File: config.mk
export PLATFORM = sky130hd
export DESIGN_NAME = mmio_responder
export DESIGN_NICKNAME = d
export VERILOG_FILES = /design/src/rtl/mmio_responder.sv
export SDC_FILE = /design/constraint.sdc
export NUM_CORES = 1
export LEC_CHECK = 0
export CAP_MARGIN = 15
export CORE_ASPECT_RATIO = 0.75
export CORE_UTILIZATION = 38
export DETAILED_ROUTE_END_ITERATION = 7
export HOLD_SLACK_MARGIN = 0.15
export MAX_ROUTING_LAYER = met4
export PLACE_DENSITY_LB_ADDON = 0.05
export SLEW_MARGIN = 20
export SYNTH_ARGS = -nofsm -noshare
export SYNTH_HDL_FRONTEND = slang
export SYNTH_SLANG_ARGS = --single-unit
File: constraint.sdc
create_clock -name clk -period 1.64 [get_ports clk]
set_input_delay 0.41 -clock clk [delete_from_list [all_inputs] [get_ports clk]]
set_output_delay 0.41 -clock clk [all_outputs]
set_load 0.05 [all_outputs]
File: src/rtl/mmio_responder.sv
// Memory-mapped I/O window: LED, switch, key-edge and (with MMIO_TIMER_EN defined) timer registers.
// rdata is registered to match RAM read latency; offset 2 is clear-on-read.
module mmio_responder #(
    parameter logic [7:0]  BASE_ADDR = 8'hF0,
    parameter int unsigned TICK_DIV  = 50000
) (
    input  logic        clk,
    input  logic        reset,
    input  logic [7:0]  address,
    input  logic        mwrite,
    input  logic [15:0] wdata,
    output logic [15:0] rdata,
    output logic        hit,
    input  logic [9:0]  sw,
    input  logic [2:0]  key_n,
    output logic [6:0]  ledr
);
    logic [3:0]  offset;
    logic        wr_en;
    logic        rd_en;
    logic [2:0]  key_fall;

    logic [15:0] rdata_d, rdata_q;
    logic [6:0]  led_d, led_q;
    logic [9:0]  sw_s1_d, sw_s1_q, sw_s2_d, sw_s2_q;
    logic [2:0]  key_s1_d, key_s1_q, key_s2_d, key_s2_q, key_dly_d, key_dly_q;
    logic [2:0]  key_edge_d, key_edge_q;

`ifdef MMIO_TIMER_EN
    localparam logic [15:0] PRESC_LAST = 16'(TICK_DIV - 1);
    logic [15:0] presc_d, presc_q;
    logic [15:0] timer_d, timer_q;
    logic        tick;
`else
    logic        unused_wdata;
    assign unused_wdata = ^wdata[15:7];
`endif

    assign hit    = (address[7:4] == BASE_ADDR[7:4]);
    assign offset = address[3:0];
    assign wr_en  = hit & mwrite;
    assign rd_en  = hit & ~mwrite;
    assign rdata  = rdata_q;
    assign ledr   = led_q;

    always_comb begin
        led_d = led_q;
        if (wr_en && offset == 4'd0)
            led_d = wdata[6:0];

        sw_s1_d   = sw;
        sw_s2_d   = sw_s1_q;
        key_s1_d  = key_n;
        key_s2_d  = key_s1_q;
        key_dly_d = key_s2_q;

        // A fresh fall overrides a coincident read-clear so no press is lost.
        key_fall   = key_dly_q & ~key_s2_q;
        key_edge_d = ((rd_en && offset == 4'd2) ? 3'b000 : key_edge_q) | key_fall;

        rdata_d = 16'h0000;
        if (hit) begin
            case (offset)
                4'd0:    rdata_d = {9'b0, led_q};
                4'd1:    rdata_d = {6'b0, sw_s2_q};
                4'd2:    rdata_d = {13'b0, key_edge_q};
`ifdef MMIO_TIMER_EN
                4'd3:    rdata_d = timer_q;
`endif
                default: rdata_d = 16'h0000;
            endcase
        end
    end

    always_ff @(posedge clk or posedge reset) begin
        if (reset) begin
            rdata_q    <= 16'h0000;
            led_q      <= 7'h00;
            sw_s1_q    <= 10'h000;
            sw_s2_q    <= 10'h000;
            key_s1_q   <= 3'b111;
            key_s2_q   <= 3'b111;
            key_dly_q  <= 3'b111;
            key_edge_q <= 3'b000;
        end else begin
            rdata_q    <= rdata_d;
            led_q      <= led_d;
            sw_s1_q    <= sw_s1_d;
            sw_s2_q    <= sw_s2_d;
            key_s1_q   <= key_s1_d;
            key_s2_q   <= key_s2_d;
            key_dly_q  <= key_dly_d;
            key_edge_q <= key_edge_d;
        end
    end

`ifdef MMIO_TIMER_EN
    // A CPU load takes priority over a coincident tick and restarts the prescaler.
    always_comb begin
        tick    = (presc_q == PRESC_LAST);
        presc_d = tick ? 16'h0000 : presc_q + 16'h0001;
        timer_d = tick ? timer_q + 16'h0001 : timer_q;
        if (wr_en && offset == 4'd3) begin
            presc_d = 16'h0000;
            timer_d = wdata;
        end
    end

    always_ff @(posedge clk or posedge reset) begin
        if (reset) begin
            presc_q <= 16'h0000;
            timer_q <= 16'h0000;
        end else begin
            presc_q <= presc_d;
            timer_q <= timer_d;
        end
    end
`endif
endmodule

==> flow_metrics.env <==
export IMPL_synth_edf_count=0
export IMPL_port_buffer_count=48
export IMPL_area_growth_pct=44.65
export IMPL_reg2reg_from="ledr[2]"
export IMPL_power_leakage_nw=1.153
export IMPL_cp_slowest_cell="clkdlybuf4s50_1"
export IMPL_antenna_found_initial=0
export IMPL_antenna_cells=0
export IMPL_r2r_cells=3
export IMPL_cts_max_level=2
export IMPL_grt_max_degree=50
export IMPL_hpwlAfterDp_mm=2.022
export IMPL_status="finished, final reports clean"
export IMPL_layout_nets=203
export IMPL_cts_sinks=49
export IMPL_ys_async_sr_fraction=1.000
export IMPL_routed_wl_mm=2.787
export IMPL_peakVddDrop_mv=0.5718
export IMPL_drc=0
export IMPL_critPathTopFamily="simple AND/OR/NAND/NOR gates"
export IMPL_grt_overflow_total=0
export IMPL_rsz0062_at_grt="false"
export IMPL_clock_path_buffers=2
export IMPL_min_period_ns=1.522
export IMPL_hold_end="sw_s2_q[7]"
export IMPL_finalHoldViolations=0
export IMPL_regToRegEndpoint="rdata[2]"
export IMPL_drive_above_1_share=0.3537
export IMPL_path_class="input port to flop"
export IMPL_cp_end_kind="flop"
export IMPL_clock_latency_ns=0.30
export IMPL_hold_depth=0
export IMPL_placementRows=20
export IMPL_routabilityCongestion=0.7309
export IMPL_via_per_inst=4.429
export IMPL_post_place_ws_ns=-0.2225
export IMPL_fp_dieArea_mm2=0.004674
export IMPL_num_vias=970
export IMPL_setup_viol=0
export IMPL_cp_num_buf_inv=1
export IMPL_ant_nets=0
export IMPL_fp_dieH_um=59.46
export IMPL_initial_core_util=0.4052
export IMPL_final_cell_mix="40 x dfrtp_1, 26 x clkdlybuf4s50_1, 13 x buf_4"
export IMPL_grtUsageTotal=0.1490
export IMPL_hold_path_class="flop to flop"
export IMPL_fin_crit_sh=0.9280
export IMPL_routed_wire_length_per_instance_um=12.73
export IMPL_syn_inst=104
export IMPL_cp_slowest_stage_delay_ns=0.47
export IMPL_synth_area_mm2=0.001673
export IMPL_yosysWarnings=0
export IMPL_path_cells="clkdlybuf4s50_1 -> nor3_4 -> nand4b_4 -> mux2_4"
export IMPL_layout_commonest_cell="dfrtp_1"
export IMPL_ys_seq_elements=49
export IMPL_coreArea_mm2=0.004129
export IMPL_drtIter0Drc=32
export IMPL_crit_path_start_kind="input port"
export IMPL_crit_fanout=7
export IMPL_synth_top_flop_cell="dfrtp_1"
export IMPL_hold_ws_ns=0.3535
export IMPL_ios=64
export IMPL_skew_ns=0.002192
export IMPL_worstHoldStart="sw_s1_q[7]"
export IMPL_required_ns=1.83
export IMPL_grt_pass1_vias=1025
export IMPL_dr_pass1_iters=3
export IMPL_grt_pass1_wl_mm=4.761
export IMPL_synthDistinctLibCells=20
export IMPL_finalMaxSlewViolations=0
export IMPL_ff2ff_setup_slack_ns=0.60
export IMPL_avgSynthCellArea_um2=16.09
export IMPL_tritoncts="built"
export IMPL_power_density_mw_per_mm2=915.0
export IMPL_seq_area_frac_synth=0.7397
export IMPL_drv_cap=0
export IMPL_clock_root_buffer="clkbuf_8"
export IMPL_fin_ws_ns=0.1181
export IMPL_die_w_um=78.62
export IMPL_cts_reportedPaths_clkPinSlew_ns=0.08
export IMPL_max_freq_ghz=0.6571
export IMPL_cts_buffers=5
export IMPL_critical_path_arrival_ns=1.71
[where the power goes]
part	switching [mW]	internal (mW)	total [mW]
Clock	0.373	0.302	0.675
Sequential	0.0218	1.26	1.28
Combinational	0.126	0.131	0.256
[worst max-delay path by stage]
stage / startpoint / to / slack (ns) / cells past startpoint
6_report: address[1] / ledr[6] / 0.12 / 4
3_3_place_gp: address[1] / ledr[6] / -0.21 / 4
4_1_cts: address[1] / ledr[6] / 0.11 / 4
5_1_grt: address[1] / ledr[6] / 0.06 / 4
2_1_floorplan: reset / key_edge_q[0] / 0.07 / 1
3_5_place_dp: address[6] / key_edge_q[2] / -0.22 / 5
[flip-flops by register name (all words and copies together) (netlist names)]
register    count
rdata          10
sw_s1_q        10
sw_s2_q        10
ledr            7
key_dly_d       3
key_dly_q       3
key_edge_q      3
key_s1_q        3
[logic make-up (layout without fill, tap and decap cells)]
group | after synthesis | after routing | synth area share
flops | 49 | 49 | 0.7397
compound gates | 6 | 6 | 0.02468
mux | 14 | 14 | 0.09125
other cells | 1 | 6 | 0.002242
simple gates | 22 | 22 | 0.09724
buf+inv | 12 | 67 | 0.04488
[routing by layer]
| layer | vias to the layer above | share of wire | global-route usage |
|---|---|---|---|
| met5 | - | 0 | - |
| met2 | 44 | 0.44 | 0.2124 |
| met1 | 471 | 0.45 | 0.1866 |
| met3 | 7 | 0.089 | 0.05846 |
| met4 | 0 | 0.019 | 0.07143 |
| li1 | 448 | - | - |
[synth_stat cells, types with 3 or more instances]
library cell	n	area share
buf_4	8	0.036
mux2_2	6	0.040
a21oi_1	3	0.0090
nor2_1	5	0.011
dfstp_2	9	0.14
nand2_1	5	0.011
inv_1	4	0.0090
a22o_1	3	0.016
and4b_2	3	0.020
mux2i_1	7	0.042
dfrtp_1	40	0.60
or2_2	3	0.011
[through the flow]
stage	cells	utilization	setup TNS [ns]	power, mW	instance area, um^2
after floorplan	109	-	0	1.429	1692
after global placement	211	0.5664	-2.333	1.564	2338
after detailed placement	211	0.5664	-2.804	1.569	2338
after CTS	219	0.5861	0	2.242	2420
after global routing	219	0.5861	0	2.305	2420
final	219	0.5861	0	2.214	2420
[area by class of cell]
| cell class | count | area, um^2 |
|---|---|---|
| Timing Repair Buffer | 55 | 633.1 |
| Tap cell | 55 | 68.82 |
| Clock buffer | 7 | 76.32 |
| Multi-Input combinational cell | 48 | 381.6 |
| Fill cell | 340 | 1709 |
| Clock inverter | 1 | 7.507 |
| Sequential cell | 49 | 1237 |
| Inverter | 4 | 15.01 |
[repair_timing]
item	in CTS	in global routing
endpoints found under the hold margin	0	0
hold buffers	0	0
resized for setup	5	0
endpoints found under the setup margin	1	0
buffers inserted	1	0
No activity file was read; power rests on OpenSTA's default activity.
